<file path="config.mk">
export PLATFORM = sky130hd
export DESIGN_NAME = ctrl_sequencer
export DESIGN_NICKNAME = d
export VERILOG_FILES = /design/src/rtl/ctrl_sequencer_pkg.sv /design/src/rtl/ctrl_decode.sv /design/src/rtl/ctrl_sequencer.sv
export SDC_FILE = /design/constraint.sdc
export NUM_CORES = 1
export LEC_CHECK = 0
export BUFFER_PORTS_ARGS = -buffer_cell sky130_fd_sc_hd__buf_2
export CORE_UTILIZATION = 50
export DETAILED_ROUTE_END_ITERATION = 8
export PLACE_DENSITY = 0.78
export SLEW_MARGIN = 20
export SYNTH_ARGS = -nofsm -noshare
export SYNTH_HDL_FRONTEND = slang
export SYNTH_SLANG_ARGS = --single-unit
</file>
<file path="constraint.sdc">
create_clock -name CLK -period 2.3 [get_ports CLK]
set_clock_uncertainty 0.2 [all_clocks]
set_input_delay 0.46 -clock CLK [delete_from_list [all_inputs] [get_ports CLK]]
set_output_delay 0.46 -clock CLK [all_outputs]
set_load 0.05 [all_outputs]
</file>
<file path="src/rtl/ctrl_sequencer_pkg.sv">
// Shared types for the ctrl_sequencer control FSM and its decoder:
// opcodes, ALU operations, FSM states and the decoded control word.
package ctrl_sequencer_pkg;

    localparam int OP_W = 4;

    localparam logic [2:0] REG_PC = 3'd7;

    typedef enum logic [3:0] {
        OP_ADD   = 4'd0,
        OP_AND   = 4'd1,
        OP_OR    = 4'd2,
        OP_XOR   = 4'd3,
        OP_SHL   = 4'd4,
        OP_SHR   = 4'd5,
        OP_ADDI  = 4'd6,
        OP_LD    = 4'd7,
        OP_ST    = 4'd8,
        OP_BZ    = 4'd9,
        OP_BNZ   = 4'd10,
        OP_JMP   = 4'd11,
        OP_JREG  = 4'd12,
        OP_SETPC = 4'd13,
        OP_NOP   = 4'd14,
        OP_HALT  = 4'd15
    } opcode_t;

    typedef enum logic [2:0] {
        ALU_ADD  = 3'd0,
        ALU_SUB  = 3'd1,
        ALU_AND  = 3'd2,
        ALU_OR   = 3'd3,
        ALU_XOR  = 3'd4,
        ALU_SHL  = 3'd5,
        ALU_SHR  = 3'd6,
        ALU_PASS = 3'd7
    } alu_op_t;

    typedef enum logic [2:0] {
        S_IDLE  = 3'd0,
        S_FETCH = 3'd1,
        S_EXEC  = 3'd2,
        S_MEM   = 3'd3,
        S_WB    = 3'd4,
        S_HALT  = 3'd5
    } seq_state_t;

    typedef struct packed {
        logic    pc_en;
        logic    branch_rel_nz;
        logic    branch_rel_z;
        logic    branch_abs;
        logic    reg_write_en;
        logic    reg_sel;
        logic    lut_in;
        logic    alu_src;
        logic    alu_sc_in;
        logic    read_mem;
        logic    write_mem;
        alu_op_t alu_op;
        logic    is_load;
        logic    is_halt;
    } ctrl_word_t;

endpackage

</file>
<file path="src/rtl/ctrl_decode.sv">
// Combinational instruction decoder: maps the latched {opcode,fcode}
// to the EXEC-state control word.
module ctrl_decode
    import ctrl_sequencer_pkg::*;
(
    input  opcode_t    op,
    input  logic       fcode,
    output ctrl_word_t cw
);

    always_comb begin
        cw        = '0;
        cw.alu_op = ALU_ADD;
        unique case (op)
            OP_ADD: begin
                cw.alu_op       = fcode ? ALU_SUB : ALU_ADD;
                cw.reg_write_en = 1'b1;
                cw.pc_en        = 1'b1;
            end
            OP_AND: begin
                cw.alu_op       = ALU_AND;
                cw.reg_write_en = 1'b1;
                cw.pc_en        = 1'b1;
            end
            OP_OR: begin
                cw.alu_op       = ALU_OR;
                cw.reg_write_en = 1'b1;
                cw.pc_en        = 1'b1;
            end
            OP_XOR: begin
                cw.alu_op       = ALU_XOR;
                cw.reg_write_en = 1'b1;
                cw.pc_en        = 1'b1;
            end
            OP_SHL: begin
                cw.alu_op       = ALU_SHL;
                cw.alu_sc_in    = fcode;
                cw.reg_write_en = 1'b1;
                cw.pc_en        = 1'b1;
            end
            OP_SHR: begin
                cw.alu_op       = ALU_SHR;
                cw.alu_sc_in    = fcode;
                cw.reg_write_en = 1'b1;
                cw.pc_en        = 1'b1;
            end
            OP_ADDI: begin
                cw.alu_op       = ALU_ADD;
                cw.alu_src      = 1'b1;
                cw.reg_write_en = 1'b1;
                cw.pc_en        = 1'b1;
            end
            OP_LD: begin
                cw.read_mem = 1'b1;
                cw.is_load  = 1'b1;
            end
            OP_ST: begin
                cw.write_mem = 1'b1;
                cw.pc_en     = 1'b1;
            end
            OP_BZ: begin
                cw.branch_rel_z = 1'b1;
                cw.pc_en        = 1'b1;
            end
            OP_BNZ: begin
                cw.branch_rel_nz = 1'b1;
                cw.pc_en         = 1'b1;
            end
            OP_JMP: begin
                cw.branch_abs = 1'b1;
                cw.pc_en      = 1'b1;
            end
            OP_JREG: begin
                // Jump target LUT is indexed by reg A rather than the immediate
                cw.branch_abs = 1'b1;
                cw.lut_in     = 1'b1;
                cw.pc_en      = 1'b1;
            end
            OP_SETPC: begin
                cw.alu_op       = ALU_PASS;
                cw.reg_sel      = 1'b1;
                cw.reg_write_en = 1'b1;
                cw.pc_en        = 1'b1;
            end
            OP_HALT: begin
                cw.is_halt = 1'b1;
            end
            default: begin
                cw.pc_en = 1'b1;
            end
        endcase
    end

endmodule

</file>
<file path="src/rtl/ctrl_sequencer.sv">
// Multi-cycle control FSM for the 8-bit accumulator datapath.
// Define CTRL_SEQ_PERF_EN to add instr_count/cycle_count outputs.
module ctrl_sequencer
    import ctrl_sequencer_pkg::*;
#(
    parameter int MEM_LAT = 1,
    parameter int OPW     = 4
)
(
    input  logic           CLK,
    input  logic           reset,
    input  logic           start,
    input  logic [OPW-1:0] opcode,
    input  logic           fcode,
    input  logic           dp_done,
    output logic           pc_en,
    output logic           CTRL_branch_rel_nz,
    output logic           CTRL_branch_rel_z,
    output logic           CTRL_branch_abs,
    output logic           CTRL_reg_write_en,
    output logic           CTRL_reg_sel,
    output logic           CTRL_lut_in,
    output logic           CTRL_mem_to_reg,
    output logic           CTRL_alu_src,
    output logic           CTRL_alu_sc_in,
    output logic           CTRL_read_mem,
    output logic           CTRL_write_mem,
    output logic [2:0]     CTRL_alu_op,
    output logic           busy,
    output logic           done
`ifdef CTRL_SEQ_PERF_EN
    ,
    output logic [15:0]    instr_count,
    output logic [15:0]    cycle_count
`endif
);

    localparam logic [2:0] LAT_INIT = 3'(MEM_LAT - 1);

    seq_state_t   state;
    seq_state_t   state_nx;
    logic [OPW:0] ir;
    logic [2:0]   cnt;
    opcode_t      ir_op;
    ctrl_word_t   cw;

    assign ir_op = opcode_t'(ir[OP_W:1]);

    ctrl_decode u_decode (
        .op    (ir_op),
        .fcode (ir[0]),
        .cw    (cw)
    );

    always_ff @(posedge CLK) begin
        if (reset) begin
            state <= S_IDLE;
            ir    <= '0;
            cnt   <= '0;
        end else begin
            state <= state_nx;
            if (state == S_FETCH) begin
                ir <= {opcode, fcode};
            end
            if (state == S_EXEC && cw.is_load) begin
                cnt <= LAT_INIT;
            end else if (state == S_MEM && cnt != 3'd0) begin
                cnt <= cnt - 3'd1;
            end
        end
    end

    always_comb begin
        state_nx           = state;
        pc_en              = 1'b0;
        CTRL_branch_rel_nz = 1'b0;
        CTRL_branch_rel_z  = 1'b0;
        CTRL_branch_abs    = 1'b0;
        CTRL_reg_write_en  = 1'b0;
        CTRL_reg_sel       = 1'b0;
        CTRL_lut_in        = 1'b0;
        CTRL_mem_to_reg    = 1'b0;
        CTRL_alu_src       = 1'b0;
        CTRL_alu_sc_in     = 1'b0;
        CTRL_read_mem      = 1'b0;
        CTRL_write_mem     = 1'b0;
        CTRL_alu_op        = 3'd0;
        busy               = 1'b0;
        done               = 1'b0;
        unique case (state)
            S_IDLE: begin
                if (start) state_nx = S_FETCH;
            end
            S_FETCH: begin
                busy     = 1'b1;
                state_nx = S_EXEC;
            end
            S_EXEC: begin
                busy               = 1'b1;
                pc_en              = cw.pc_en;
                CTRL_branch_rel_nz = cw.branch_rel_nz;
                CTRL_branch_rel_z  = cw.branch_rel_z;
                CTRL_branch_abs    = cw.branch_abs;
                CTRL_reg_write_en  = cw.reg_write_en;
                CTRL_reg_sel       = cw.reg_sel;
                CTRL_lut_in        = cw.lut_in;
                CTRL_alu_src       = cw.alu_src;
                CTRL_alu_sc_in     = cw.alu_sc_in;
                CTRL_read_mem      = cw.read_mem;
                CTRL_write_mem     = cw.write_mem;
                CTRL_alu_op        = cw.alu_op;
                if (cw.is_halt)      state_nx = S_HALT;
                else if (cw.is_load) state_nx = S_MEM;
                else                 state_nx = S_FETCH;
            end
            S_MEM: begin
                busy          = 1'b1;
                CTRL_read_mem = 1'b1;
                if (cnt == 3'd0) state_nx = S_WB;
            end
            S_WB: begin
                busy              = 1'b1;
                CTRL_mem_to_reg   = 1'b1;
                CTRL_reg_write_en = 1'b1;
                pc_en             = 1'b1;
                state_nx          = S_FETCH;
            end
            S_HALT: begin
                done = 1'b1;
                if (start) state_nx = S_FETCH;
            end
            default: begin
                state_nx = S_IDLE;
            end
        endcase
        // Strobes of this cycle still go out; only the next state changes
        if (busy && dp_done) state_nx = S_HALT;
    end

`ifdef CTRL_SEQ_PERF_EN
    logic perf_clr;
    logic halt_entry;

    assign perf_clr   = start && (state == S_IDLE || state == S_HALT);
    assign halt_entry = busy && (state_nx == S_HALT);

    always_ff @(posedge CLK) begin
        if (reset || perf_clr) begin
            instr_count <= '0;
            cycle_count <= '0;
        end else begin
            if ((pc_en || halt_entry) && instr_count != 16'hFFFF) begin
                instr_count <= instr_count + 16'd1;
            end
            if (busy && cycle_count != 16'hFFFF) begin
                cycle_count <= cycle_count + 16'd1;
            end
        end
    end
`endif

endmodule

</file>
Word level (Yosys, flattened, before mapping). Index checks and enable logic that the tools add are counted.

Bits in registers: 11. Latch bits: 0. Memory bits (writable): 0. Bits in read-only memories: 0. Input port bits: 9. Word-level logic and storage cells: 80. Memories kept: 0.

Add/subtract/negate cells: 1. Multipliers: 0. Divide/modulo/power cells: 0. Magnitude comparators: 0. Equal/unequal tests: 23. Shift operators: 0. Multiplexer cells: 35. Bitwise gates (word level): 0. Reductions and logical operators: 17.

Operators by type and width (number): $eq A4 B4 Y1 const B (7); $mux W1 (24); $pmux W3 S7 (1); $eq A4 B3 Y1 const B (4); $mux W3 (5); $pmux W3 S5 (1); $reduce_or A2 Y1 (6); $eq A4 B2 Y1 const B (2); $reduce_or A8 Y1 (1); $eq A3 B2 Y1 const B (2); $eq A3 B3 Y1 const B (2); $logic_not A3 Y1 (2); $ne A3 B1 Y1 const B (2); $pmux W1 S2 (3); $eq A4 B1 Y1 const B (1); $logic_not A4 Y1 (1); $ne A2 B1 Y1 const B (2); $reduce_and A2 Y1 (2); $reduce_or A4 Y1 (1); $eq A3 B1 Y1 const B (1); $logic_and A1 B1 Y1 (3); $reduce_bool A3 Y1 (1); $sub A3 B1 Y3 const B (1); $mux W2 (1).

Longest topological paths before layout. Gate-level depths: netlist (run 1).

Depth in word-level cells: 6. Depth in mapped cells: 7. Depth with buffers taken out: 7.

Modules after synthesis. Synthesis (run 1) repeated with hierarchy kept, for this count alone.

Cell total of the unflattened synthesis: 116. Area, all modules: 890.9 µm².

By module, submodules not included: ctrl_sequencer (times used 1, cells each 82, area an instance 681.9 µm², sequential area each 220.2 µm²); ctrl_decode (times used 1, cells each 34, area an instance 209.0 µm², sequential area each 0.0 µm²).

Worst setup path before layout (run 1). OpenSTA, ideal clock, no wires.

Path type: register -> output. Start point: reg state[0]. End point: out CTRL_alu_src. Arrival: 2.114 ns. Required time: 1.640 ns. Setup slack: -0.474 ns. Cell stages (with the launch flop): 5. Buffers on the path: 1. Cells stage by stage: dfxtp_1 > buf_6 > inv_6 > nand3b_4 > nor4_1.

Longest elaborated chain between the ends: 2.

Ends and longest elaborated chain: start, declared (RTL line ctrl_sequencer.sv:40) `seq_state_t state;`; start signal, assigned (RTL line ctrl_sequencer.sv:61) `state <= state_nx;`; $eq A3 B2 Y1 (RTL line ctrl_sequencer.sv:90) `unique case (state)`; $mux W1 (RTL line ctrl_sequencer.sv:90); end, declared (RTL line ctrl_sequencer.sv:24) `output logic CTRL_alu_src,`.

No other way between the ends.

Final worst setup path (run 1).
Start point: reg ir[1]. End point: out CTRL_branch_abs.

Longest elaborated chain between the ends: 4. Elaborated cells between the ends (all ways): 5. Classes of those cells: eq/ne (2); mux (2); reduce/logical (1).

Ends and longest elaborated chain: start, declared (RTL line ctrl_sequencer.sv:42) `logic [OPW:0] ir;`; start signal, assigned (RTL line ctrl_sequencer.sv:63) `ir <= {opcode, fcode};`; $eq A4 B4 Y1 (RTL line ctrl_decode.sv:14) `unique case (op)`; $reduce_or A2 Y1 (no source line) *; $mux W1 * (RTL line ctrl_decode.sv:14); $mux W1 * (RTL line ctrl_sequencer.sv:90); end, declared (RTL line ctrl_sequencer.sv:19) `output logic CTRL_branch_abs,`.

Every way passes the cells marked *; elsewhere a longest branch is shown, timed or not.

==> reports/qor.txt, run 1 <==
Outcome = complete, but fails checks
Failing checks = design-rule violations
Antenna Diode Count = 0
Slew @ Worst Pin = 498 ps
Mapped Cells = 111
Port Buf Inserts = 25
Critical Path End Type = primary output
Min Tclk post-route = 2200 ps
CP max stage delay = 570 ps
Critical path's slowest cell = dfxtp_1
Drt pass-1 iters = 6
Clock Root Buffer = clkbuf_4
Maxcap violations = 0
Number of nets in the layout = 147
Synth cell count leaders = nor2_1 (19), dfxtp_1 (11), inv_1 (7), mux2i_1 (7), nor3_1 (7)
Vias after detailed routing = 852
Critical path type = reg -> out
Largest family of logic cells by synthesized area = simple AND/OR/NAND/NOR gates
Die footprint = 1940 µm²
Area of the multi-input gates = 619 µm²
Leakage Power = 0.476 nW
Top_reg_cell synth = dfxtp_1
Critical Path Fanout Max = 13
Final hold vios = 0
Synth warn = 0
Mux share of post-synthesis cell area = 9.19%
Req. time, crit path = 1640 ps
Critical path buffer and inverter count = 1
Final Max Tran Viols = 0
Cts hold-fix bufs = 0
Largest net degree at the start of global routing = 15
Hpwl dp = 1480 µm
Arr. time, crit path = 1540 ps
R2R depth = 6
Row count = 14
Tot Pwr = 1.05 mW
Setup violations, final = 0
RR Startpoint = cnt[0]$_SDFFE_PP0N_
RSZ-0062 raised after global routing = true
Initial antenna violation count = 0
Top Ports = 26
Die height = 44.1 µm
Top post-synthesis cells by area = dfxtp_1 (25%), nor2_1 (8.1%), mux2i_1 (7.9%), nor3_1 (4.0%), inv_1 (3.0%)
Mapped Nets = 122
RR Endpoint = cnt[1]$_SDFFE_PP0N_
EDFF count, synth = 0
Leading area contributor after synthesis = dfxtp_1
Post-synth top area share = 24.9%
Num CTS Buffers = 3
Rel. slew slack = 66.6%
Cell Pwr Density = 972 nW/µm²
Synth Area in XOR/XNOR = 1.98%
CP delay by family, top = flip-flops
Share of cells above drive strength 1 = 36.3%
Clk_lat worst skew = 260 ps
Fin crit share = 95.7%
Synth Register Bits = 11
CTS tree = built
Core region area = 1580 µm²
Setup bufs post-CTS = 0
Antenna-violating nets left = 0
Gr ovfl total = 0
Critical Path End = CTRL_branch_abs
Drt wl/cell = 12.6 µm
Crit path from = ir[1]$_SDFFE_PP0P_
Syn-to-layout area delta = 22.5%
Worst min-delay path class = in -> reg
Setup crit start kind = register
Clk slew on worst S/H paths = 60 ps
Simple-gate share of the synthesized area = 35.2%
Layout filler cell count = 133
Post-Syn Area = 885 µm²
R2R setup slack = 370 ps
Register area = 223 µm²
Worst path cell trace = mux2_2 > nor2_1 > buf_2
Worst hold slack = 246 ps
DRC viols = 2
Synth async-reset ratio = 0%
GP Congestion = 0.797
H-tree depth = 1
Maximum vdd drop = 587 µV
GRT Resource Usage Total = 23.1%
Most numerous cell in the Yosys netlist = nor2_1
Avg Synthesized Cell Area = 7.97 µm²
Sink Count = 11
Max Fclk = 454 MHz
DRT Wirelength = 1910 µm
Deepest clock path buffer count = 2
Post-Synth Adder-Cell Area = 3.96%
CP Depth = 3
Synth Area in Compound Gates = 15.6%
Width of the chip = 44.1 µm
Initial Utilization = 56.1%
Initial DRC Count = 18
Yosys cell types = 41
Via density = 5.64
Register area share after synthesis = 24.9%
Vias in the first global route = 778
First-pass GRT wire length = 3390 µm
-- power breakdown --
| group | switching, mW | internal (mW) | leakage [nW] |
|---|---|---|---|
| clock network | 0.0590 | 0.0669 | 0.0150 |
| logic | 0.403 | 0.226 | 0.370 |
| registers | 0.0718 | 0.226 | 0.0908 |
| total | 0.533 | 0.519 | 0.476 |
-- cell families after synthesis --
logic type	Yosys count
xor+xnor	2
flops	11
mux	8
compound gates	18
fa+ha+maj	3
buf+inv	17
simple gates	52
-- how the worst min path moves through the flow --
| stage | from | end | slack (ps) | depth (start not counted) |
|---|---|---|---|---|
| 6_report | opcode[3] | ir[4]$_SDFFE_PP0P_ | 250 | 3 |
| 5_1_grt | opcode[3] | ir[4]$_SDFFE_PP0P_ | 250 | 3 |
| 4_1_cts | opcode[3] | ir[4]$_SDFFE_PP0P_ | 230 | 3 |
| 3_5_place_dp | cnt[2]$_SDFFE_PP0N_ | cnt[2]$_SDFFE_PP0N_ | 300 | 2 |
| 3_3_place_gp | cnt[1]$_SDFFE_PP0N_ | cnt[1]$_SDFFE_PP0N_ | 290 | 2 |
| 2_1_floorplan | ir[0]$_SDFFE_PP0P_ | ir[0]$_SDFFE_PP0P_ | 270 | 2 |
-- metal layers --
| layer | vias up | track usage [%] | routed length, µm |
|---|---|---|---|
| li1 | 439 | - | - |
| met1 | 389 | 30.3 | 884 |
| met2 | 22 | 39.7 | 947 |
| met3 | 2 | 1.22 | 60 |
| met4 | 0 | 9.09 | 17 |
| met5 | - | 0 | 0 |
-- state kept, by name (all words and copies together), names as in the netlist --
name and cells:
cnt 3, state 3, ir 5
-- per-stage QoR --
stage	worst slack (ps)	TNS (ps)	cells	util (%)	area [µm²]
floorplan	-8.89	-8.89	111	-	906
global placement	354	0	147	65.6	1030
detailed placement	311	0	147	65.6	1030
CTS	12.2	0	151	67.3	1060
global route	-7.27	-7.27	151	68.7	1080
finish	97.8	0	151	68.7	1080
-- final cells by class --
cell class | instances | area share (%)
multi-input cells | 83 | 57.2
repair buffers | 29 | 14.8
well taps | 16 | 1.85
clock buffers | 4 | 2.42
flip-flops and latches | 11 | 20.6
inverters | 8 | 3.23
-- timing repair --
item	4_1_cts	5_1_grt
setup endpoints to repair	0	12
gates resized for setup	0	6
hold endpoints to repair	0	0
-- cells in the final DEF, fill, tap and decap left out, types with 3 or more instances in the layout --
cell      netlist  routed
nor3_1          7       5
buf_2           1      23
clkbuf_4        0       5
nor3_2          1       3
nand2b_1        4       4
buf_4           1       4
inv_1           7       7
nand2_1         5       5
nand3_1         3       3
mux2i_1         7       7
a21oi_1         3       3
dfxtp_1        11       9
nand3b_1        3       3
nor2_1         19      19
-- tightest hold or removal path: stages --
cell	delay, ps
buf_2	80
mux2i_1	50
nor2_1	70
Power figures use the tool's default switching activity.
==> run 2: changes to the inputs <==
--- a/config.mk
+++ b/config.mk
@@ -6,9 +6,12 @@
 export NUM_CORES = 1
 export LEC_CHECK = 0
 export BUFFER_PORTS_ARGS = -buffer_cell sky130_fd_sc_hd__buf_2
-export CORE_UTILIZATION = 50
+export CELL_PAD_IN_SITES_DETAIL_PLACEMENT = 1
+export CELL_PAD_IN_SITES_GLOBAL_PLACEMENT = 1
+export CORE_ASPECT_RATIO = 0.6
+export CORE_UTILIZATION = 36
 export DETAILED_ROUTE_END_ITERATION = 8
-export PLACE_DENSITY = 0.78
+export PLACE_DENSITY_LB_ADDON = 0.1
 export SLEW_MARGIN = 20
 export SYNTH_ARGS = -nofsm -noshare
 export SYNTH_HDL_FRONTEND = slang
==> run 2 against run 1 <==
Against the previous run:
- the run ends with negative setup slack left
- largest power group unchanged
- largest cell class unchanged
- highest routed layer unchanged
- die area up 37%
- critical endpoint is now CTRL_alu_op[0]
- global-route usage down 3.4 points
- flip-flop and latch count is the same
- design area increased by 6.2%
==> reports/qor.txt, run 2 (same netlist as run 1, synthesis figures left out) <==
Fin cells = 168
Die height = 40.4 µm
Cell Pwr Density = 1010 nW/µm²
Critical path's slowest cell = dfxtp_1
Leakage Power = 0.501 nW
CTS tree = built
RSZ-0062 raised after global routing = true
Commonest non-fill, non-tap cell in the layout = buf_2
Share of cells above drive strength 1 = 38.4%
Register area = 223 µm²
H-tree depth = 1
Drt wl/cell = 15.2 µm
Layout filler cell count = 291
Antenna-violating nets left = 0
Outcome = complete, but fails checks
Hold path depth = 3
GP Congestion = 0.731
GRT Resource Usage Total = 19.7%
Worst path cell trace = nand2b_1 > nor3_1 > o21a_1 > buf_2
R2R setup slack = 330 ps
Setup crit start kind = register
Final Max Tran Viols = 0
Syn-to-layout area delta = 30.1%
Vias in the first global route = 784
Critical path buffer and inverter count = 1
Most frequent cells in the layout = buf_2 (20), nor2_1 (19), dfxtp_1 (9)
CP max stage delay = 370 ps
Clock Root Buffer = clkbuf_8
First-pass GRT wire length = 3770 µm
DRT Wirelength = 2550 µm
Failing checks = negative setup slack
Setup violations, final = 1
Min Tclk post-route = 2330 ps
Design Area, Final = 1150 µm²
Row count = 13
Core region area = 2240 µm²
Arr. time, crit path = 1670 ps
Worst min-delay path class = in -> reg
Critical Path End Type = primary output
Sink Count = 11
Drt pass-1 iters = 4
Top reg by flops = ir
Via density = 5.46
Hold worst-path end = ir[2]$_SDFFE_PP0P_
Critical Path Fanout Max = 6
Max reg flops = 5
Num CTS Buffers = 3
Vias after detailed routing = 917
Final WS setup = -30.3 ps
Initial DRC Count = 25
RR Endpoint = cnt[1]$_SDFFE_PP0N_
Placed insts = 163
Rel. slew slack = 65.8%
Width of the chip = 66.0 µm
Final hold vios = 0
R2R depth = 6
Top Ports = 26
Clk slew on worst S/H paths = 50 ps
Worst hold start = opcode[1]
Max Fclk = 429 MHz
Maxcap violations = 0
CP delay by family, top = simple AND/OR/NAND/NOR gates
Clk_lat worst skew = 240 ps
Fin crit share = 101%
Port Buf Inserts = 25
Top flop regs = ir x5, cnt x3, state x3
Initial Utilization = 39.4%
Hpwl dp = 1920 µm
Die footprint = 2670 µm²
Area of the multi-input gates = 619 µm²
Critical path type = reg -> out
Initial antenna violation count = 0
Largest net degree at the start of global routing = 16
Slew @ Worst Pin = 510 ps
Deepest clock path buffer count = 2
Req. time, crit path = 1640 ps
DRC viols = 0
Antenna Diode Count = 0
Gr ovfl total = 0
Number of nets in the layout = 150
RR Startpoint = cnt[0]$_SDFFE_PP0N_
Placed Area = 1070 µm²
Maximum vdd drop = 376 µV
TNS Setup = -30.3 ps
## run 2: area by class of cell
| class | count | share of cell area [%] |
|---|---|---|
| Inverter | 8 | 3.04 |
| Sequential cell | 11 | 19.3 |
| Timing Repair Buffer | 32 | 16.5 |
| Tap cell | 30 | 3.26 |
| Multi-Input combinational cell | 83 | 53.8 |
| Clock buffer | 3 | 3.59 |
| Clock inverter | 1 | 0.435 |
## run 2: how the worst max path moves through the flow
| stage | start | end | slack (ps) | cells after the start |
|---|---|---|---|---|
| 6_report | ir[3]$_SDFFE_PP0P_ | CTRL_alu_op[0] | -30 | 4 |
| 5_1_grt | ir[3]$_SDFFE_PP0P_ | CTRL_alu_op[1] | -100 | 5 |
| 4_1_cts | state[1]$_SDFFE_PP0P_ | CTRL_branch_rel_z | 10 | 4 |
| 3_5_place_dp | state[1]$_SDFFE_PP0P_ | CTRL_write_mem | 170 | 4 |
| 3_3_place_gp | state[1]$_SDFFE_PP0P_ | CTRL_write_mem | 270 | 4 |
| 2_1_floorplan | ir[3]$_SDFFE_PP0P_ | CTRL_branch_abs | -9 | 4 |
## run 2: per-layer routing
metal	global-route usage [%]	routed length (µm)	part of all wire, %
met1	27.2	1280	50
met2	30.9	1130	44
met3	5.97	107	4.2
met4	3.19	33	1.3
met5	0	0	0
## run 2: report_power, final
| group | internal (mW) | switching (mW) | total [mW] | leakage (nW) |
|---|---|---|---|---|
| Sequential | 0.227 | 0.0754 | 0.303 | 0.0907 |
| Combinational | 0.238 | 0.421 | 0.659 | 0.384 |
| Clock | 0.119 | 0.0784 | 0.198 | 0.0255 |
| Total | 0.585 | 0.575 | 1.16 | 0.501 |
## run 2: per-stage QoR
step | setup WS (ps) | power (mW) | util, % | hold slack [ps]
final | -30.3 | 1.16 | 51.3 | 259
after floorplan | -8.89 | 0.807 | - | 269
after global routing | -104 | 1.23 | 51.3 | 268
after detailed placement | 172 | 0.937 | 47.5 | 300
after global placement | 273 | 0.920 | 47.5 | 289
after CTS | 14.1 | 1.15 | 50.0 | 257
## run 2: worst reg2reg max path: stages, from the launching register on
cell and delay [ps]:
dfxtp_1 340, inv_1 50, ha_1 200, ha_1 260
nor4b_4 360, nor2_1 90, a2111oi_1 360
## run 2: what timing repair did
action                     in CTS  in global routing
gates resized for setup         2                  7
setup endpoints to repair       6                 10
hold buffers                    0                  0
cloned                          0                  0
setup buffers                   0                  1
